===== src/rtl/rv_pkg.sv =====
// Shared definitions for the multi-cycle instruction sequencer.
// Latency: none (types and constants only).
// Backpressure: n/a.
package rv_pkg;

  // Sequencer FSM states.
  typedef enum logic [2:0] {
    IDLE,
    FETCH,
    DECODE,
    EXEC,
    MEM,
    WB,
    HALT,
    ERR
  } state_e;

  // Fetching this word halts the sequencer instead of decoding it.
  localparam logic [31:0] ECALL_INSN = 32'h0000_0073;

  // Sequential PC increment in bytes.
  localparam int unsigned PC_STEP = 4;

endpackage


===== src/rtl/multi_cycle_sequencer_if.sv =====
// Instruction and data memory request/ack bus between the sequencer and memories.
// Latency: wires only.
// Backpressure: a request stays asserted until the matching ack is seen.
// Ports: imem_req/imem_addr (master out), imem_ack/imem_rdata (master in),
//        dmem_req (master out), dmem_ack (master in).
interface multi_cycle_sequencer_if #(
  parameter int XLEN = 32
) ();

  logic            imem_req;
  logic [XLEN-1:0] imem_addr;
  logic            imem_ack;
  logic [31:0]     imem_rdata;
  logic            dmem_req;
  logic            dmem_ack;

  modport master (
    output imem_req, imem_addr, dmem_req,
    input  imem_ack, imem_rdata, dmem_ack
  );

  modport slave (
    input  imem_req, imem_addr, dmem_req,
    output imem_ack, imem_rdata, dmem_ack
  );

endinterface


===== src/rtl/wait_timer.sv =====
// Counts consecutive cycles spent waiting for a memory ack and flags a timeout.
// Latency: expired is combinational in the cycle the count reaches MAX_WAIT.
// Backpressure: none; clear has priority over count.
// Ports: clk, reset_n, clear (restart from 0), count (one more wait cycle), expired.
module wait_timer #(
  parameter int MAX_WAIT = 15
) (
  input  logic clk,
  input  logic reset_n,
  input  logic clear,
  input  logic count,
  output logic expired
);

  localparam int CW = $clog2(MAX_WAIT + 1);

  logic [CW-1:0] cnt_q, cnt_d;

  always_comb begin
    cnt_d = cnt_q;
    if (clear) begin
      cnt_d = '0;
    end else if (count) begin
      cnt_d = cnt_q + CW'(1);
    end
  end

  always_ff @(posedge clk or negedge reset_n) begin
    if (!reset_n) begin
      cnt_q <= '0;
    end else begin
      cnt_q <= cnt_d;
    end
  end

  // The current wait cycle is the MAX_WAIT-th one without an ack.
  assign expired = count && (cnt_q == CW'(MAX_WAIT - 1));

endmodule


===== src/rtl/multi_cycle_sequencer.sv =====
// Multi-cycle FETCH/DECODE/EXEC/MEM/WB instruction sequencer with timeout and halt.
// Latency: 4 cycles per instruction, 5 with a data access, plus memory wait cycles.
// Backpressure: imem_req/dmem_req held until ack; no ack within MAX_WAIT cycles -> ERR.
// Ports: clk, reset_n, run, mem (memory bus master), instr, stage strobes
//        (decode_en, reg_rd_en, alu_en, reg_wr_en), decoder/ALU status
//        (is_branch, mem_access, alu_zero, branch_target), pc, retired, halted, error.
module multi_cycle_sequencer
  import rv_pkg::*;
#(
  parameter int              XLEN     = 32,
  parameter logic [XLEN-1:0] RESET_PC = '0,
  parameter int              MAX_WAIT = 15,
  parameter int              CNT_W    = 32
) (
  input  logic                    clk,
  input  logic                    reset_n,
  input  logic                    run,
  multi_cycle_sequencer_if.master mem,
  output logic [31:0]             instr,
  output logic                    decode_en,
  output logic                    reg_rd_en,
  output logic                    alu_en,
  output logic                    reg_wr_en,
  input  logic                    is_branch,
  input  logic                    mem_access,
  input  logic                    alu_zero,
  input  logic [XLEN-1:0]         branch_target,
  output logic [XLEN-1:0]         pc,
  output logic [CNT_W-1:0]        retired,
  output logic                    halted,
  output logic                    error
);

  state_e           state_q, state_d;
  logic [XLEN-1:0]  pc_q, pc_d;
  logic [31:0]      instr_q, instr_d;
  logic [CNT_W-1:0] retired_q, retired_d;

  logic tmr_count;
  logic tmr_expired;

  // Only cycles that are still waiting for their ack advance the timer; any
  // other cycle (including the ack cycle itself) restarts it. Acks seen in
  // other states are simply never looked at.
  assign tmr_count = ((state_q == FETCH) && !mem.imem_ack) ||
                     ((state_q == MEM)   && !mem.dmem_ack);

  wait_timer #(
    .MAX_WAIT (MAX_WAIT)
  ) u_wait_timer (
    .clk     (clk),
    .reset_n (reset_n),
    .clear   (!tmr_count),
    .count   (tmr_count),
    .expired (tmr_expired)
  );

  always_comb begin
    state_d   = state_q;
    pc_d      = pc_q;
    instr_d   = instr_q;
    retired_d = retired_q;
    case (state_q)
      IDLE: begin
        if (run) state_d = FETCH;
      end
      FETCH: begin
        if (mem.imem_ack) begin
          instr_d = mem.imem_rdata;
          state_d = (mem.imem_rdata == ECALL_INSN) ? HALT : DECODE;
        end else if (tmr_expired) begin
          state_d = ERR;
        end
      end
      DECODE: state_d = EXEC;
      EXEC:   state_d = mem_access ? MEM : WB;
      MEM: begin
        if (mem.dmem_ack) begin
          state_d = WB;
        end else if (tmr_expired) begin
          state_d = ERR;
        end
      end
      WB: begin
        pc_d      = (is_branch && alu_zero) ? branch_target : pc_q + XLEN'(PC_STEP);
        retired_d = retired_q + CNT_W'(1);
        // run is only honoured here, so an instruction in flight always finishes.
        state_d   = run ? FETCH : IDLE;
      end
      HALT:    state_d = HALT;
      ERR:     state_d = ERR;
      default: state_d = ERR;
    endcase
  end

  always_ff @(posedge clk or negedge reset_n) begin
    if (!reset_n) begin
      state_q   <= IDLE;
      pc_q      <= RESET_PC;
      instr_q   <= '0;
      retired_q <= '0;
    end else begin
      state_q   <= state_d;
      pc_q      <= pc_d;
      instr_q   <= instr_d;
      retired_q <= retired_d;
    end
  end

  // Requests, strobes and flags decode straight from the state register so
  // reset drops them immediately and HALT/ERR keep them stable.
  assign mem.imem_req  = (state_q == FETCH);
  assign mem.imem_addr = pc_q;
  assign mem.dmem_req  = (state_q == MEM);
  assign decode_en     = (state_q == DECODE);
  assign reg_rd_en     = (state_q == EXEC);
  assign alu_en        = (state_q == EXEC);
  assign reg_wr_en     = (state_q == WB);
  assign halted        = (state_q == HALT);
  assign error         = (state_q == ERR);
  assign instr         = instr_q;
  assign pc            = pc_q;
  assign retired       = retired_q;

endmodule


===== src/flat_wrapper.sv =====
// flat-port wrapper written by rule: the top's interface ports become plain ports
module multi_cycle_sequencer_flat import rv_pkg::*;
#(
  parameter int              XLEN     = 32,
  parameter logic [XLEN-1:0] RESET_PC = '0,
  parameter int              MAX_WAIT = 15,
  parameter int              CNT_W    = 32
)
  (clk, reset_n, run, instr, decode_en, reg_rd_en, alu_en, reg_wr_en, is_branch, mem_access, alu_zero, branch_target, pc, retired, halted, error, mem_imem_req, mem_imem_addr, mem_dmem_req, mem_imem_ack, mem_imem_rdata, mem_dmem_ack);
  multi_cycle_sequencer_if #(.XLEN(XLEN)) mem_i ();
  input  logic clk;
  input  logic reset_n;
  input  logic run;
  output logic [31:0] instr;
  output logic decode_en;
  output logic reg_rd_en;
  output logic alu_en;
  output logic reg_wr_en;
  input  logic is_branch;
  input  logic mem_access;
  input  logic alu_zero;
  input  logic [XLEN-1:0] branch_target;
  output logic [XLEN-1:0] pc;
  output logic [CNT_W-1:0] retired;
  output logic halted;
  output logic error;
  output wire logic [$bits(mem_i.imem_req)-1:0] mem_imem_req;
  output wire logic [$bits(mem_i.imem_addr)-1:0] mem_imem_addr;
  output wire logic [$bits(mem_i.dmem_req)-1:0] mem_dmem_req;
  input wire logic [$bits(mem_i.imem_ack)-1:0] mem_imem_ack;
  input wire logic [$bits(mem_i.imem_rdata)-1:0] mem_imem_rdata;
  input wire logic [$bits(mem_i.dmem_ack)-1:0] mem_dmem_ack;
  assign mem_imem_req = mem_i.imem_req;
  assign mem_imem_addr = mem_i.imem_addr;
  assign mem_dmem_req = mem_i.dmem_req;
  assign mem_i.imem_ack = mem_imem_ack;
  assign mem_i.imem_rdata = mem_imem_rdata;
  assign mem_i.dmem_ack = mem_dmem_ack;
  multi_cycle_sequencer #(.XLEN(XLEN), .RESET_PC(RESET_PC), .MAX_WAIT(MAX_WAIT), .CNT_W(CNT_W)) u_core (.clk(clk), .reset_n(reset_n), .run(run), .mem(mem_i), .instr(instr), .decode_en(decode_en), .reg_rd_en(reg_rd_en), .alu_en(alu_en), .reg_wr_en(reg_wr_en), .is_branch(is_branch), .mem_access(mem_access), .alu_zero(alu_zero), .branch_target(branch_target), .pc(pc), .retired(retired), .halted(halted), .error(error));
endmodule

===== config.mk =====
export PLATFORM = sky130hd
export DESIGN_NAME = multi_cycle_sequencer_flat
export DESIGN_NICKNAME = d
export VERILOG_FILES = /design/src/rtl/rv_pkg.sv /design/src/rtl/multi_cycle_sequencer_if.sv /design/src/rtl/wait_timer.sv /design/src/rtl/multi_cycle_sequencer.sv /design/src/flat_wrapper.sv
export SDC_FILE = /design/constraint.sdc
export NUM_CORES = 1
export LEC_CHECK = 0
export BUFFER_PORTS_ARGS = -buffer_cell sky130_fd_sc_hd__buf_2
export CAP_MARGIN = 20
export CORE_UTILIZATION = 30
export CTS_CLUSTER_DIAMETER = 40
export CTS_CLUSTER_SIZE = 20
export DETAILED_ROUTE_END_ITERATION = 8
export GPL_TIMING_DRIVEN = 0
export PLACE_DENSITY = 0.54
export REMOVE_ABC_BUFFERS = 1
export SETUP_SLACK_MARGIN = 0.1
export SLEW_MARGIN = 30
export SYNTH_ARGS = -nofsm -noshare
export SYNTH_HDL_FRONTEND = slang
export SYNTH_SLANG_ARGS = --single-unit

===== constraint.sdc =====
create_clock -name clk -period 2.5 [get_ports clk]
set_input_delay 0.125 -clock clk [delete_from_list [all_inputs] [get_ports clk]]
set_output_delay 0.125 -clock clk [all_outputs]
set_load 0.01 [all_outputs]

==> summary.md, run 1 <==
| Metric | Value |
|---|---|
| Clock buffer count from CTS | 9 |
| RSZ-0062 raised after global routing | false |
| Clock Skews | between 8 and 9 ps |
| Status | finished clean |
| Via density | 4.99 |
| Initial core utilization | between 30% and 40% |
| CP cell instances | nand3b_4 -> or3_1 -> nand2b_1 -> o311ai_0 |
| Least-Margin Pin Slew | between 700 and 800 ps |
| Num rows | 48 |
| Worst rel slew slack | between 40% and 50% |
| Vias | 4607 |
| Seq/Total Area, Yosys | about half |
| Fin crit share | 86.8% |
| Initial antenna violation count | 0 |
| CP Capture Type | flop |
| Core region area | 0.0172 sq mm |
| Avg Inst Size Synth | 10.2 sq um |
| Clk sinks | approximately 100 |
| Synth Cell Area | ~0.0053 sq mm |
| WL met3 | between 900 and 1000 um |
| RePlAce Congestion | 0.789 |
| Setup violations, final | 0 |
| IO Pins | between 200 and 250 |
| Hold Path Class | in2reg |
| Crit Path Max Fanout | 40 |
| Htree depth | 3 |
| First-pass GRT wire length | between 20000 and 25000 um |
| WL met2 | 6590 um |
| CTS tree | done |
| Nets | around 770 |
| Hold WS | 25.1 ps |
| Highest-count cells in the layout ignoring fill and taps | buf_2, dfrtp_1, nor2_1 |
| Worst skew pair latency | 340 ps |
| Highest routed layer | met4 |
| Syn-to-layout area delta | 26.5% |
| Final hold vios | 0 |
| Crit path time final | approximately 2200 ps |
| Met1 WL | 6050 um |
| Total grt overflow | 0 |
| Share of layout cells above drive strength 1 | approximately two fifths |
| Highest-delay cell along the critical path | nand3b_4 |
| Remaining antenna violation count after routing | 0 |
| Clk pin slew, worst setup/hold paths | 70 ps |
| Setup tns final | 0 ps |
| Gr usage total | between 10% and 20% |
| Routed len/inst | ~15 um |
| Number of global-route vias before repair | between 4k and 5k |
| Largest net degree at the start of global routing | 57 |
| Distinct cells, synth | 50 |
| Buffers plus inverters on the worst setup path | 0 |
| Detailed router's first-iteration violation count | about 180 |
| F_max | ~0.46 GHz |
| Area of the die | between 0.015 and 0.02 sq mm |
| Top_reg_cell synth | dfrtp_1 |
| Core Util, Final | between 30% and 40% |
| Number of synthesized flops with an enable pin | 0 |
| Hpwl dp | 10000 um |
| Pwr Density | around 1000 mW/mm^2 |
| Post-route DRC | 0 |
| Max stage delay on crit path | between 500 and 600 ps |
| Crit-path leading delay family | simple AND/OR/NAND/NOR gates |
| Critical path startpoint category | flop |
| Ys async rst share | 100% |
| Number of port buffers | approximately 210 |
| Finished Cell Area | between 0.006 and 0.007 sq mm |
| Router iterations before antenna repair | 4 |
| Max Cap Viol | 0 |
| Max clock buf depth | 2 |
| Post-Syn Instances | 520 |
| Root buffer cell | clkbuf_16 |
| Placed Area | about 0.0063 sq mm |
| WS Path Type | reg2reg |
| Die X | roughly 130 um |
| Critical path arrival | between 2000 and 2500 ps |
| Final Max Slew Viols | 0 |
| Post-synthesis register bit count | approximately 100 |
| Worst path required time | between 2000 and 3000 ps |
| Commonest non-fill, non-tap cell in the layout | buf_2 |
| WL final | 13700 um |
| Die height | around 130 um |
| Yosys warnings | 0 |
| Worst VDD drop | ~0.46 mV |
| Leakage | 3.15 nW |
-- cells by family (layout without fill, tap and decap cells) --
| group | count (synthesis) | after routing | synth area share [%] |
|---|---|---|---|
| simple gates | 187 | 187 | 19.6 |
| flops | 103 | 103 | 48.7 |
| compound gates | 95 | 95 | 10.9 |
| buf+inv | 64 | 241 | 7.16 |
| mux | 34 | 34 | 7.23 |
| xor+xnor | 33 | 33 | 5.46 |
| fa+ha+maj | 4 | 4 | 0.946 |
| other cells | 0 | 1 | 0 |
-- state kept, by name (all words and copies together) (netlist names) --
signal	flops
u_core.instr	32
u_core.mem.imem_addr	32
u_core.retired	32
u_core.state_q	3
u_core.u_wait_timer.cnt_q	4
-- area by class of cell --
class,instances,area [sq um]
sequential,103,2580
clock inverter,5,57.6
fill,1744,10500
multi-input combinational,353,2350
clock buffer,11,233
inverter,7,31.3
antenna,1,2.50
timing repair buffer,218,1170
tap,225,282
-- power by group --
group	internal, mW	total, mW	leakage, nW	switching (mW)
Combinational	1.17	2.52	1.73	1.36
Sequential	2.21	2.81	1.28	0.597
Clock	0.780	1.41	0.144	0.627
Total	4.16	6.74	3.15	2.58
-- cells in the mapped netlist, drive strengths merged, types with 4 or more instances --
cell type	instances	share of area, %
or3	8	0.95
o21ai	20	1.9
ha	4	0.95
dfrtp	103	49
and3	14	1.7
nor4	10	2.0
buf	45	5.8
a21oi	37	3.5
xnor2	24	4.0
nand2	40	2.8
nand4	18	2.4
nor2	42	3.0
nand3	30	3.1
inv	6	0.43
a2bb2oi	7	1.2
clkbuf	12	0.85
o22ai	12	1.4
mux2	34	7.2
nor3	7	0.76
xor2	9	1.5
-- what timing repair did --
action	in CTS	in global routing
setup buffers	0	5
endpoints found under the setup margin	2	11
hold buffers	4	0
gates resized for setup	1	1
pin swaps	0	2
endpoints found under the hold margin	50	0
-- path summary, 6_finish.rpt --
path	depth (start not counted)	slack, ps	start	end
worst min register to register	1	480	u_core.retired[31]	u_core.retired[31]
worst min-delay path	2	30	mem_imem_rdata[6]	u_core.instr[6]
max in group asynchronous	3	1580	reset_n	u_core.retired[0]
min in group asynchronous	2	270	reset_n	u_core.mem.imem_addr[8]
worst max register to register	4	330	u_core.state_q[1]	u_core.mem.imem_addr[31]
worst max-delay path	4	330	u_core.state_q[1]	u_core.mem.imem_addr[31]
-- per-stage QoR --
stage | total power [mW] | std cells | worst slack (ps)
6_report | 6.74 | 923 | 330
3_5_place_dp | 5.38 | 897 | 116
5_1_grt | 7.21 | 922 | 180
4_1_cts | 6.83 | 917 | 129
2_1_floorplan | 4.16 | 463 | 209
3_3_place_gp | 5.31 | 895 | -464
-- routing by layer --
| metal | vias up | global-route usage [%] |
|---|---|---|
| met5 | - | 0 |
| met4 | 0 | 4.31 |
| met3 | 13 | 4.35 |
| met2 | 161 | 25.5 |
| met1 | 2250 | 19.1 |
| li1 | 2183 | - |
-- worst reg2reg max path, stage by stage, from the launching register on --
cell and delay (ps):
dfrtp_1 470, nand3b_4 540, or3_1 570, nand2b_1 150, o311ai_0 330
No activity file was read; power rests on OpenSTA's default activity.
==> inputs of run 2 (changes only) <==
--- a/config.mk
+++ b/config.mk
@@ -5,6 +5,7 @@
 export SDC_FILE = /design/constraint.sdc
 export NUM_CORES = 1
 export LEC_CHECK = 0
+export ABC_AREA = 1
 export BUFFER_PORTS_ARGS = -buffer_cell sky130_fd_sc_hd__buf_2
 export CAP_MARGIN = 20
 export CORE_UTILIZATION = 30
@@ -12,7 +13,7 @@
 export CTS_CLUSTER_SIZE = 20
 export DETAILED_ROUTE_END_ITERATION = 8
 export GPL_TIMING_DRIVEN = 0
-export PLACE_DENSITY = 0.54
+export PLACE_DENSITY = 0.52
 export REMOVE_ABC_BUFFERS = 1
 export SETUP_SLACK_MARGIN = 0.1
 export SLEW_MARGIN = 30
==> run 2 against run 1 <==
Worst setup slack gained 1.2 ps. Synthesized cell count grew 65%. Power shrank 49%. Clock-buffer cell count shrank 2. Sequential share of layout area shrank 5.1 points. Wire length grew 28%. Utilization grew 0.58 points. Register-to-register slack is essentially flat.
==> summary.md, run 2 <==
| Metric | Value |
|---|---|
| Status | finished clean |
| Yosys warnings | 0 |
| Distinct cells, synth | 36 |
| Worst skew pair latency | roughly 360 ps |
| Num rows | 51 |
| Critical path startpoint category | flop |
| Leading area contributor after synthesis | dfrtp_1 |
| Crit path time final | 2170 ps |
| Post-synthesis register bit count | a little over 100 |
| Leakage | 4.15 nW |
| Post-route DRC | 0 |
| Hold-critical path depth | 3 |
| Gr usage total | ~18% |
| Worst r2r path cells | 7 |
| Area of the die | 0.0207 sq mm |
| Routed len/inst | approximately 13 um |
| Setup violations, final | 0 |
| Top_reg_cell synth | dfrtp_1 |
| Router iterations before antenna repair | 5 |
| Remaining antenna violation count after routing | 0 |
| Clock buffer count from CTS | 9 |
| Clk sinks | 103 |
| Worst rel slew slack | between 50% and 60% |
| Internal | about 2.5 mW |
| CTS tree | done |
| Initial antenna violation count | 3 |
| Die X | roughly 140 um |
| Sw Ratio | 26.7% |
| Max clock buf depth | 2 |
| Most common cell in the netlist | nand2_1 |
| Filler instances | approximately 2.1k |
| Area of the multi-input gates | 0.00282 sq mm |
| Finished Cell Area | a little under 0.008 sq mm |
| Area share of the largest cell type after synthesis | between 40% and 50% |
| Pwr Density | 441 mW/mm^2 |
| Top cells by count, synth | nand2_1, nor2_1, dfrtp_1 |
| Final Max Slew Viols | 0 |
| NetSw | about 0.9 mW |
| Max Cap Viol | 0 |
| Final hold vios | 0 |
| Setup tns final | 0 ps |
| Hpwl dp | roughly 13000 um |
| Share of layout cells above drive strength 1 | about a quarter |
| IO Pins | around 210 |
| Setup WS pre-CTS | -653 ps |
| Crit Path Max Fanout | 32 |
| Hold WS | around 11 ps |
| Number of global-route vias before repair | roughly 5.4k |
| RSZ-0062 raised after global routing | false |
| Clock Skews | 12.6 ps |
| Syn-to-layout area delta | 28.1% |
| Power, Total | between 3 and 4 mW |
| Fin crit share | a little under 90% |
| Avg Inst Size Synth | between 7 and 8 sq um |
| Number of port buffers | about 210 |
| Least-Margin Pin Slew | between 700 and 800 ps |
| Total grt overflow | 0 |
| Ys async rst share | 100% |
| Highest-count cells in the layout ignoring fill and taps | nand2_1, buf_2, nor2_1 |
| Detailed router's first-iteration violation count | between 200 and 300 |
| Initial core utilization | a little under a third |
| Hold Path Class | in2reg |
| WL final | between 15000 and 20000 um |
| CP Capture Type | flop |
| Gate power share | under 10% |
| Worst path required time | roughly 2700 ps |
| Seq pwr share | around 50% |
| First-pass GRT wire length | about 28000 um |
| Worst VDD drop | approximately 0.27 mV |
| Register area | 0.00258 sq mm |
| Root buffer cell | clkbuf_16 |
| Synth Cell Area | about 0.0060 sq mm |
| Die height | 144 um |
| Vias | 5966 |
| RePlAce Congestion | approximately 0.89 |
| Clk pin slew, worst setup/hold paths | about 80 ps |
| Largest net degree at the start of global routing | 59 |
| Post-Syn Instances | approximately 860 |
| Placed Area | just over 0.007 sq mm |
| Clock Power Share | roughly 44% |
| WS Path Type | reg2reg |
| Commonest non-fill, non-tap cell in the layout | nand2_1 |
| Core region area | between 0.015 and 0.02 sq mm |
| F_max | 0.461 GHz |
| Critical path arrival | roughly 2400 ps |
| Final worst setup slack | 331 ps |
| Seq/Total Area, Yosys | between 40% and 50% |
| Synth top area cells | dfrtp_1, nand2_1, nor2_1 |
| Nets | between 1k and 1.5k |
| Number of synthesized flops with an enable pin | 0 |
| Htree depth | 3 |
| Via density | between 4 and 5 |
==> run 2: changes by cell type after synthesis, moves of 10 or more <==
cell | previous run | this run
a21oi_1 | 37 | 9
nand3_1 | 27 | 54
inv_1 | 6 | 77
and3_1 | 14 | 0
clkbuf_1 | 12 | 2
mux2_2 | 34 | 0
nand2_1 | 40 | 317
nor2_1 | 41 | 108
o22ai_1 | 12 | 1
o21ai_1 | 0 | 30
xnor2_1 | 24 | 10
==> run 2: critical path: stages, from the launching register on <==
cell and delay [ps]:
dfrtp_1 550, nand3_4 450, nor2_4 470, inv_2 240, nor2_1 140, nand2_1 60, o21ai_0 70, a21oi_1 60
==> run 2: power groups by stage <==
| stage | Clock, mW | Sequential (mW) | Combinational (mW) |
|---|---|---|---|
| after floorplan | 0 | 1.73 | 0.0524 |
| after global placement | 0 | 1.72 | 0.193 |
| after detailed placement | 0 | 1.72 | 0.200 |
| after CTS | 1.54 | 1.69 | 0.232 |
| after global routing | 1.59 | 1.69 | 0.258 |
| final | 1.48 | 1.69 | 0.227 |
==> run 2: layout make-up <==
class / instances / area share (%)
Multi-Input combinational cell: 616 / 36.5
Inverter: 87 / 4.23
Antenna cell: 2 / 0.0648
Sequential cell: 103 / 33.4
Clock inverter: 7 / 1.12
Timing Repair Buffer: 234 / 17.5
Tap cell: 265 / 4.29
Clock buffer: 9 / 2.91
==> run 2: metal layers <==
layer | vias to the layer above | global-route usage [%] | part of all wire, %
met5 | - | 0 | 0.074
met4 | 2 | 5.49 | 1.2
met3 | 15 | 3.93 | 6.0
met2 | 154 | 27.1 | 44
met1 | 2749 | 24.3 | 49
li1 | 3046 | - | -
==> run 2: per-stage QoR <==
step,utilization (%),std cells
floorplan,-,806
global placement,36.1,1278
detailed placement,36.4,1280
CTS,39.4,1321
global route,39.4,1321
finish,39.4,1323
==> run 2: worst paths after layout <==
check	from	to	slack, ps
max	u_core.state_q[2]	u_core.mem.imem_addr[12]	330
min	branch_target[6]	u_core.mem.imem_addr[6]	10
max reg2reg	u_core.state_q[2]	u_core.mem.imem_addr[12]	330
min reg2reg	u_core.retired[31]	u_core.retired[31]	470
max in group asynchronous	reset_n	u_core.retired[28]	1610
min in group asynchronous	reset_n	u_core.mem.imem_addr[28]	250
==> run 2: repair_timing <==
action / CTS / global route
hold buffers: 25 / 0
gates resized for setup: 4 / 0
endpoints found under the hold margin: 69 / 0
endpoints found under the setup margin: 31 / 0
setup buffers: 0 / 0
==> run 2: cells by family after synthesis <==
| family | share of synthesized area (%) |
|---|---|
| compound gates | 6.43 |
| xor+xnor | 3.63 |
| fa+ha+maj | 0.830 |
| buf+inv | 10.8 |
| flops | 42.7 |
| simple gates | 35.5 |
==> inputs of run 3 (changes only) <==
--- a/config.mk
+++ b/config.mk
@@ -13,7 +13,7 @@
 export CTS_CLUSTER_SIZE = 20
 export DETAILED_ROUTE_END_ITERATION = 8
 export GPL_TIMING_DRIVEN = 0
-export PLACE_DENSITY = 0.52
+export PLACE_DENSITY_LB_ADDON = 0.12
 export REMOVE_ABC_BUFFERS = 1
 export SETUP_SLACK_MARGIN = 0.1
 export SLEW_MARGIN = 30
==> constraint.sdc (replaced) <==
create_clock -name clk -period 2.5 [get_ports clk]
set_input_delay 0 -clock clk [delete_from_list [all_inputs] [get_ports clk]]
set_output_delay 0 -clock clk [all_outputs]
set_load 0.01 [all_outputs]
==> run 3 against run 2 <==
Power is 0.55% higher. Clock skew is 6.0 ps lower. Utilization is 2.1 points higher. Fmax is 0.56% lower. Critical path depth stayed put. Register-to-register slack hardly changed. Design area is 5.3% higher. Highest routed layer is now met4. First-iteration DRC count is 0.34% lower. Largest power group unchanged. Via count is 2.0% higher. Combinational power is 24% higher.
==> summary.md, run 3 (same netlist as run 2, synthesis figures left out) <==
| Metric | Value |
|---|---|
| Post-route insts no fill | roughly 1.4k |
| RSZ-0062 raised after global routing | false |
| F_max | about 0.46 GHz |
| Core region area | a little under 0.02 sq mm |
| NetSw | a little under 0.9 mW |
| Hpwl dp | between 10000 and 15000 um |
| Clock buffer count from CTS | 9 |
| Clock Power Share | a little over two fifths |
| Final hold vios | 0 |
| Least-Margin Pin Slew | roughly 750 ps |
| Number of port buffers | approximately 210 |
| Clk sinks | 103 |
| Max clock buf depth | 2 |
| Remaining antenna violation count after routing | 0 |
| WL met3 | 1000 um |
| Met1 WL | approximately 9000 um |
| Area of the die | slightly above 0.02 sq mm |
| Worst path required time | between 2000 and 3000 ps |
| Leakage | between 4 and 5 nW |
| Critical path startpoint category | flop |
| Gr usage total | between 10% and 20% |
| Num rows | 51 |
| Worst VDD drop | between 0.2 and 0.3 mV |
| Initial core utilization | between 30% and 40% |
| WL final | 18400 um |
| Post-route DRC | 0 |
| CTS tree | done |
| Share of layout cells above drive strength 1 | a little under a quarter |
| Syn-to-layout area delta | 34.9% |
| Clk pin slew, worst setup/hold paths | about 80 ps |
| Number of global-route vias before repair | between 5k and 6k |
| Highest routed layer | met4 |
| Gate power share | 8.2% |
| Die height | between 100 and 150 um |
| Hold WS | 21.6 ps |
| IO Pins | around 210 |
| WS Path Type | reg2reg |
| Crit Path Max Fanout | 32 |
| First-pass GRT wire length | 29100 um |
| Via density | about 4.5 |
| Vias | a little over 6k |
| Max Cap Viol | 0 |
| Pwr Density | roughly 420 mW/mm^2 |
| Htree depth | 3 |
| Internal | roughly 2.5 mW |
| Hold Path Class | in2reg |
| WL met2 | around 8000 um |
| Ant. Diodes | 0 |
| Setup violations, final | 0 |
| Worst skew pair latency | approximately 360 ps |
| Critical path arrival | between 2000 and 2500 ps |
| Clock Skews | 6.60 ps |
| Filler instances | 2074 |
| Routed len/inst | about 14 um |
| Placed Area | just over 0.007 sq mm |
| Root buffer cell | clkbuf_16 |
| Placed instance count | around 1.3k |
| Worst rel slew slack | about 50% |
| Detailed router's first-iteration violation count | around 300 |
| Seq pwr share | around 50% |
| Initial antenna violation count | 0 |
| RePlAce Congestion | ~0.85 |
| Final Max Slew Viols | 0 |
| Highest-count cells in the layout ignoring fill and taps | nand2_1, buf_2, nor2_1 |
| Largest net degree at the start of global routing | between 60 and 70 |
| Commonest non-fill, non-tap cell in the layout | nand2_1 |
| Status | finished clean |
| Setup tns final | 0 ps |
| Router iterations before antenna repair | 5 |
| Power, Total | roughly 3.4 mW |
| Crit path time final | about 2200 ps |
| Die X | around 140 um |
| CP Capture Type | flop |
| Fin crit share | between 80 and 90% |
| Finished Cell Area | 0.00813 sq mm |
| Total grt overflow | 0 |
| Sw Ratio | around a quarter |
| Nets | 1169 |
run 3: cell types whose count changed in the layout (fill, tap and decap cells not counted), sizes merged:
cell,previous run,this run
dlygate4sd3,25,67
clkinv,4,5
diode,2,0
clkinvlp,2,1
run 3: path summary, 6_finish.rpt:
path                            slack (ps)          startpoint  cells after the start                      endpoint
worst max-delay path                   320   u_core.state_q[2]                      7      u_core.mem.imem_addr[12]
worst min-delay path                    20        mem_dmem_ack                      4  u_core.u_wait_timer.cnt_q[1]
worst max register to register         320   u_core.state_q[2]                      7      u_core.mem.imem_addr[12]
worst min register to register         470  u_core.retired[31]                      1            u_core.retired[31]
max in group asynchronous             1750             reset_n                      3      u_core.mem.imem_addr[27]
min in group asynchronous              110             reset_n                      2              u_core.instr[19]
run 3: repair_timing:
action / CTS / global route
setup buffers: 0 / 0
hold endpoints to repair: 169 / 0
resized for setup: 3 / 0
hold buffers: 67 / 0
endpoints found under the setup margin: 32 / 0
run 3: area by class of cell:
class                   count  area [sq um]  share of cell area, %
flip-flops and latches    103          2580                   31.7
clock buffers               9           225                   2.77
repair buffers            276          1770                   21.8
inverters                  87           327                   4.02
clock inverters             7          77.6                  0.954
well taps                 265           332                   4.08
multi-input cells         616          2820                   34.7
run 3: per-stage QoR:
step                      util [%]  worst slack (ps)
after floorplan                  -               322
after global placement        36.1              -820
after detailed placement      36.5              -411
after CTS                     41.5               264
after global routing          41.5               125
final                         41.5               318
run 3: per-layer routing:
metal / global-route usage, % / up-vias
li1: - / 3135
met1: 25.9 / 2761
met2: 27.7 / 178
met3: 3.30 / 11
met4: 5.77 / 0
met5: 0 / -
run 3: worst max-delay path: stages (launching register included):
cell and delay (ps):
dfrtp_1 550, nand3_4 440, nor2_4 500, inv_2 240, nor2_1 140, nand2_1 50
o21ai_0 60, a21oi_1 50
run 3: power groups by stage:
stage               Combinational, mW  Sequential [mW]  Clock [mW]
floorplan                      0.0524             1.73           0
global placement                0.196             1.73           0
detailed placement              0.204             1.73           0
CTS                             0.285             1.69        1.52
global route                    0.316             1.70        1.58
finish                          0.282             1.69        1.45
